[src/rtl/irq_controller_param.sv]
// Parametrised interrupt controller: per-source edge/level pending, fixed or round-robin
// priority, and a single request to the host that is held until acked or withdrawn.
module irq_controller_param #(
    parameter int unsigned NUM_IRQ = 16,
    parameter int unsigned ID_W    = $clog2(NUM_IRQ),
    parameter int unsigned RR_MODE = 0
) (
    input  logic               clk,
    input  logic               rst_n,
    input  logic [NUM_IRQ-1:0] irq_lines,
    input  logic               cfg_we,
    input  logic [NUM_IRQ-1:0] cfg_mask,
    input  logic [NUM_IRQ-1:0] cfg_edge,
    output logic [NUM_IRQ-1:0] irq_mask,
    output logic [NUM_IRQ-1:0] irq_pending,
    output logic               irq_out,
    output logic [ID_W-1:0]    irq_id,
    input  logic               ack_valid,
    input  logic [ID_W-1:0]    ack_id
);

    typedef enum logic [0:0] {StIdle, StActive} state_e;

    state_e             state_q, state_d;
    logic [NUM_IRQ-1:0] mask_q, edge_q, prev_q, pend_q, pend_d;
    logic [NUM_IRQ-1:0] eligible, rise, ack_clr;
    logic [ID_W-1:0]    id_q, id_d, rr_ptr_q, rr_ptr_d;
    logic [ID_W-1:0]    sel_id, sel_lo, sel_hi;
    logic               hit_hi;
    logic               out_q, out_d;
    logic               ack_ok;

    assign rise     = irq_lines & ~prev_q;
    assign eligible = pend_q & ~mask_q;
    assign ack_ok   = (state_q == StActive) && ack_valid && (ack_id == id_q);

    // Sticky edge bits: a new edge beats an ack clear in the same cycle.
    always_comb begin
        ack_clr = '0;
        if (ack_ok) begin
            ack_clr[id_q] = edge_q[id_q];
        end
        pend_d = (edge_q & (rise | (pend_q & ~ack_clr))) | (~edge_q & irq_lines);
        if (cfg_we) begin
            pend_d = pend_d & ~(edge_q & ~cfg_edge);
        end
    end

    // sel_lo: lowest eligible overall; sel_hi: lowest eligible at or above rr_ptr.
    always_comb begin
        sel_lo = '0;
        sel_hi = '0;
        hit_hi = 1'b0;
        for (int i = int'(NUM_IRQ) - 1; i >= 0; i--) begin
            if (eligible[i]) begin
                sel_lo = ID_W'(i);
                if (i >= int'(rr_ptr_q)) begin
                    sel_hi = ID_W'(i);
                    hit_hi = 1'b1;
                end
            end
        end
        sel_id = ((RR_MODE != 0) && hit_hi) ? sel_hi : sel_lo;
    end

    always_comb begin
        state_d  = state_q;
        id_d     = id_q;
        out_d    = out_q;
        rr_ptr_d = rr_ptr_q;
        case (state_q)
            StIdle: begin
                if (eligible != '0) begin
                    id_d    = sel_id;
                    out_d   = 1'b1;
                    state_d = StActive;
                end
            end
            StActive: begin
                if (ack_ok) begin
                    out_d    = 1'b0;
                    state_d  = StIdle;
                    rr_ptr_d = (id_q == ID_W'(NUM_IRQ - 1)) ? '0 : id_q + 1'b1;
                end else if (!eligible[id_q]) begin
                    // Withdraw: source masked or level dropped; no ack needed.
                    out_d   = 1'b0;
                    state_d = StIdle;
                end
            end
            default: state_d = StIdle;
        endcase
    end

    always_ff @(posedge clk or negedge rst_n) begin
        if (!rst_n) begin
            mask_q   <= '1;
            edge_q   <= '0;
            prev_q   <= '0;
            pend_q   <= '0;
            out_q    <= 1'b0;
            id_q     <= '0;
            rr_ptr_q <= '0;
            state_q  <= StIdle;
        end else begin
            if (cfg_we) begin
                mask_q <= cfg_mask;
                edge_q <= cfg_edge;
            end
            prev_q   <= irq_lines;
            pend_q   <= pend_d;
            out_q    <= out_d;
            id_q     <= id_d;
            rr_ptr_q <= rr_ptr_d;
            state_q  <= state_d;
        end
    end

    assign irq_mask    = mask_q;
    assign irq_pending = pend_q;
    assign irq_out     = out_q;
    assign irq_id      = id_q;

endmodule

[config.mk]
export PLATFORM = sky130hd
export DESIGN_NAME = irq_controller_param
export DESIGN_NICKNAME = d
export VERILOG_FILES = /design/src/rtl/irq_controller_param.sv
export SDC_FILE = /design/constraint.sdc
export NUM_CORES = 1
export LEC_CHECK = 0
export BUFFER_PORTS_ARGS = -buffer_cell sky130_fd_sc_hd__buf_4
export CAP_MARGIN = 20
export CORE_ASPECT_RATIO = 0.5
export CORE_UTILIZATION = 47
export CTS_CLUSTER_DIAMETER = 80
export DETAILED_ROUTE_END_ITERATION = 10
export PLACE_DENSITY = 0.76
export SLEW_MARGIN = 30
export SYNTH_ARGS = -nofsm -noshare
export SYNTH_HDL_FRONTEND = slang
export SYNTH_SLANG_ARGS = --single-unit
[constraint.sdc]
create_clock -name clk -period 1.7 [get_ports clk]
set_clock_uncertainty 0.05 [all_clocks]
set_input_delay 0.17 -clock clk [delete_from_list [all_inputs] [get_ports clk]]
set_output_delay 0.17 -clock clk [all_outputs]
set_load 0.02 [all_outputs]
Word-level counts from Yosys, hierarchy flattened
Index checks and enable logic that the tools add are counted.
Storage, ports and cells
  register bits after elaboration: 70
  bits of input ports: 56
  output and inout bits: 37
  word-level logic and storage cells: 67
Cells by class
  $lt $le $gt $ge: 2
  equal/unequal tests: 3
  muxes and demuxes: 32
  bitwise logic cells: 17
  reduce and logical (&&, ||, !) cells: 6
Operators by type and width (number)
  $and 16x16->16: 8
  $not 16->16: 6
  $mux 4: 16
  $mux 16: 2
  $or 16x16->16: 2
  $reduce_bool 16->1: 1
  $mux 1: 9
  $bmux 1 s4: 2
  $lt 4x5->1 const B: 1
  $demux 1 s4: 1
  $eq 4x4->1: 1
  $ge 4x1->1 const B: 1
  $pmux 1 s2: 2
  $reduce_and 2->1: 2
  $logic_and 1x1->1: 3
  $ne 3x3->1 const B: 1
  $ne 2x2->1 const B: 1
  $not 1->1: 1

Logic depth before layout (Yosys ltp)
  depth after elaboration: 18
  gate-level depth with buffers: 6
  gate-level depth less buffers: 5

Worst setup path before layout
Ideal clock, no wire load.
  path type: reg-to-reg
  start point: register mask_q[12], in the netlist irq_mask[12]
  end point: register out_q, in the netlist irq_out
  arrival: 1.716 ns
  required time: 1.529 ns
  path slack: -0.188 ns
  cell stages (with the launch flop): 5
  period minus slack after synthesis: 1.888 ns
  path through: dfstp_2 and2b_1 nor4_1 a41oi_1 o22a_1
Between the ends
  longest elaborated chain between the ends: 6
Ends and longest elaborated chain
  from (decl): line 25  | logic [NUM_IRQ-1:0] mask_q, edge_q, prev_q, pend_q, pend_d;
  from (signal assigned): line 106  | mask_q <= cfg_mask;
  $not 16->16 (*): line 34  | assign eligible = pend_q & ~mask_q;
  $and 16x16->16 (*): line 34
  $bmux 1 s4: line 84  | end else if (!eligible[id_q]) begin
  $mux 1 (implied by the code): line 84
  $ne 3x3->1 (no source line)
  $reduce_and 2->1 (no source line) (*)
  to (signal assigned): line 111  | out_q <= out_d;
  to (decl): line 30  | logic out_q, out_d;
Every way passes the cells marked *; elsewhere a longest branch is shown, timed or not. The select of a mux whose other input is x is not followed.
A chain may end at the register's enable or synchronous reset.

Worst setup path in the final report
  start point: register mask_q[5], in the netlist irq_mask[5]
  end point: register id_q[2], in the netlist irq_id[2]
Between the ends
  longest elaborated chain between the ends: 8
Ends and longest elaborated chain
  $not 16->16 (*): line 34
  $and 16x16->16 (*): line 34
  $mux 4 (6 in a row): line 55  | if (eligible[i]) begin
  to (signal assigned): line 112  | id_q <= id_d;
  to (decl): line 27  | logic [ID_W-1:0] id_q, id_d, rr_ptr_q, rr_ptr_d;
Every way passes the cells marked *; elsewhere a longest branch is shown, timed or not.

==> flow_metrics.env <==
export IMPL_setup_slack_ns=-0.0962
export IMPL_clkTransAtPathRegs_ns=0.06
export IMPL_cts_buffers=9
export IMPL_fmax_mhz=557
export IMPL_synth_area_mm2=0.00342
export IMPL_min_period_ns=1.80
export IMPL_powerDensity_mw_per_mm2=1270
export IMPL_max_slew_margin_rel_pct=73.8
export IMPL_place_area_mm2=0.00464
export IMPL_fillers=450
export IMPL_synth_seq_cells=70
export IMPL_first_iter_violations=156
export IMPL_hold_class="primary input to flip-flop"
export IMPL_ys_warn_count=0
export IMPL_grt_total_usage_pct=28.9
export IMPL_grt_max_degree=50
export IMPL_grt_first_pass_wirelength_mm=16.2
export IMPL_end_kind="flip-flop"
export IMPL_dp_hpwl_mm=7.68
export IMPL_yosysMostFrequentCell="dfrtp_1"
export IMPL_cts_root_buffer="clkbuf_16"
export IMPL_yosysTopAreaCell="dfrtp_1"
export IMPL_worst_pin_slew_ns=0.389
export IMPL_dieArea_mm2=0.00764
export IMPL_worstPathMaxFanout=4
export IMPL_pre_cts_ws_ns=-0.116
export IMPL_die_x_um=123
export IMPL_gr_total_overflow=0
export IMPL_status="finished with violations"
export IMPL_htreeDepth=3
export IMPL_antenna_cells=0
export IMPL_synth_common_cells="dfrtp_1, nand2_1, mux2_2, nor2b_1, o21ai_0"
export IMPL_final_hold_viol_count=0
export IMPL_post_route_period_util_pct=106
export IMPL_required_ns=1.87
export IMPL_rsz0062_at_grt="yes"
export IMPL_fp_coreArea_mm2=0.00686
export IMPL_arrival_ns=1.97
export IMPL_firstDrtPassIters=4
export IMPL_ys_flop_type="dfrtp_1"
export IMPL_synth_seq_area_share_pct=51.8
export IMPL_synth_cell_types=51
export IMPL_syn_inst=315
export IMPL_regArea_mm2=0.00178
export IMPL_p_total_mw=6.84
export IMPL_vias=3135
export IMPL_setup_violations=6
export IMPL_violations="negative setup slack"
export IMPL_drive_above_1_share_pct=52.3
export IMPL_critPathKind="flip-flop to flip-flop"
export IMPL_clkSinkCount=70
export IMPL_post_synth_top_area_fraction_pct=39.5
export IMPL_antenna_found_initial=0
export IMPL_grt_pass1_vias=3143
export IMPL_layout_nets=542
export IMPL_async_flop_share_pct=100
export IMPL_place_congestion=0.855
export IMPL_start_util_pct=49.8
export IMPL_ant_nets=0
export IMPL_synthTopCellsByArea="dfrtp_1, dfstp_2, mux2_2"
export IMPL_clock_latency_ns=0.34
export IMPL_irDropWorstVdd_mv=0.786
export IMPL_avgViaCountPerCell=5.38
export IMPL_synth_area_per_cell_um2=10.9
export IMPL_synth_edf_count=0
export IMPL_rows=21
export IMPL_wl_per_cell_um=18.2
export IMPL_leakage_nw=2.40
export IMPL_area_growth_syn_to_layout_pct=57.2
export IMPL_fin_area_mm2=0.00537
export IMPL_wl_mm=10.6
export IMPL_pin_count=93
export IMPL_final_core_util_pct=78.4
export IMPL_die_h_um=62.3
export IMPL_drc=0
export IMPL_maxCapViolCount=0
export IMPL_syn_nets=371
export IMPL_numPortBuffers=92
export IMPL_cts_tree="yes"
export IMPL_multi_input_area_mm2=0.00176
export IMPL_clock_path_buffers=2
export IMPL_worstSetupStartpointType="flip-flop"
export IMPL_maxSlewViolCount=0
==> metrics by stage <==
stage | cells | setup TNS (ns) | hold WS (ns)
2_1_floorplan | 315 | -0.357 | -0.176
3_3_place_gp | 545 | -0.742 | 0.0468
3_5_place_dp | 545 | -0.872 | 0.0697
4_1_cts | 582 | -0.201 | 0.00406
5_1_grt | 583 | -0.779 | 0.0111
6_report | 583 | -0.222 | 0.0143
==> worst paths after layout <==
| kind | slack, ns | depth (start not counted) | end | startpoint |
|---|---|---|---|---|
| setup / recovery | -0.1 | 4 | irq_id[2]$_DFFE_PN0P_ | irq_mask[5]$_DFFE_PN1P_ |
| hold / removal | 0.01 | 3 | edge_q[11]$_DFFE_PN0P_ | cfg_edge[11] |
| setup reg to reg | -0.1 | 4 | irq_id[2]$_DFFE_PN0P_ | irq_mask[5]$_DFFE_PN1P_ |
| hold reg to reg | 0.46 | 1 | irq_out$_DFFE_PN0P_ | irq_out$_DFFE_PN0P_ |
| max in group asynchronous | 0.77 | 3 | irq_id[1]$_DFFE_PN0P_ | rst_n |
| min in group asynchronous | 0.26 | 2 | prev_q[0]$_DFF_PN0_ | rst_n |
==> logic make-up (layout without fill, tap and decap cells) <==
group / Yosys count / in the layout / synth area share [%]
AO/OA/AOI/OAI: 59 / 59 / 11.6
XOR/XNOR: 3 / 3 / 0.989
buffers and inverters: 15 / 191 / 2.01
flip-flops: 70 / 70 / 51.8
multiplexers: 37 / 37 / 12.9
AND/OR/NAND/NOR: 131 / 131 / 20.6
==> state kept, by name, summed over array words and instances (netlist names) <==
name and count:
edge_q 16, state_q 1, irq_mask 16, irq_id 4
prev_q 16, irq_out 1, irq_pending 16
==> layout make-up <==
class,count,share of cell area (%)
Clock buffer,11,4.52
Sequential cell,70,33.0
Multi-Input combinational cell,230,32.8
Clock inverter,5,1.98
Tap cell,92,2.14
Timing Repair Buffer,170,25.1
Inverter,5,0.349
==> power breakdown <==
part / switching (mW) / leakage, nW / internal, mW
combinational: 1.30 / 1.44 / 1.19
clock: 0.726 / 0.166 / 1.48
sequential: 0.222 / 0.800 / 1.92
==> layout by cell type (no fill, tap or decap), types with 9 or more instances in the layout <==
| cell | instances |
|---|---|
| o31ai_1 | 12 |
| nand2_1 | 45 |
| clkbuf_16 | 9 |
| buf_4 | 149 |
| mux2_2 | 31 |
| dfstp_2 | 16 |
| o21ai_0 | 19 |
| dlygate4sd3_1 | 17 |
| dfrtp_1 | 51 |
| nor2_1 | 12 |
| nand2b_1 | 11 |
| nor2b_1 | 20 |
==> worst max-delay path: stages (launching register included) <==
cell and delay [ns]:
dfstp_2 0.52, and2b_2 0.24, or2_1 0.24, o41a_1 0.41, o22a_1 0.21
==> layer usage <==
metal  track usage [%]  wire [µm]  vias to the layer above
met5                 0          0                        -
met4              8.08        112                        0
met3              6.89        597                       11
met2              43.5       4840                      100
met1              41.6       5030                     1553
li1                  -          -                     1471
==> repair_timing <==
item / in CTS / in global routing
pin swaps: 15 / 6
buffers inserted: 4 / 1
setup endpoints to repair: 15 / 16
endpoints found under the hold margin: 41 / 0
resized for setup: 19 / 17
hold buffers: 17 / 0
Note: power is estimated with default switching activity, not from simulation.
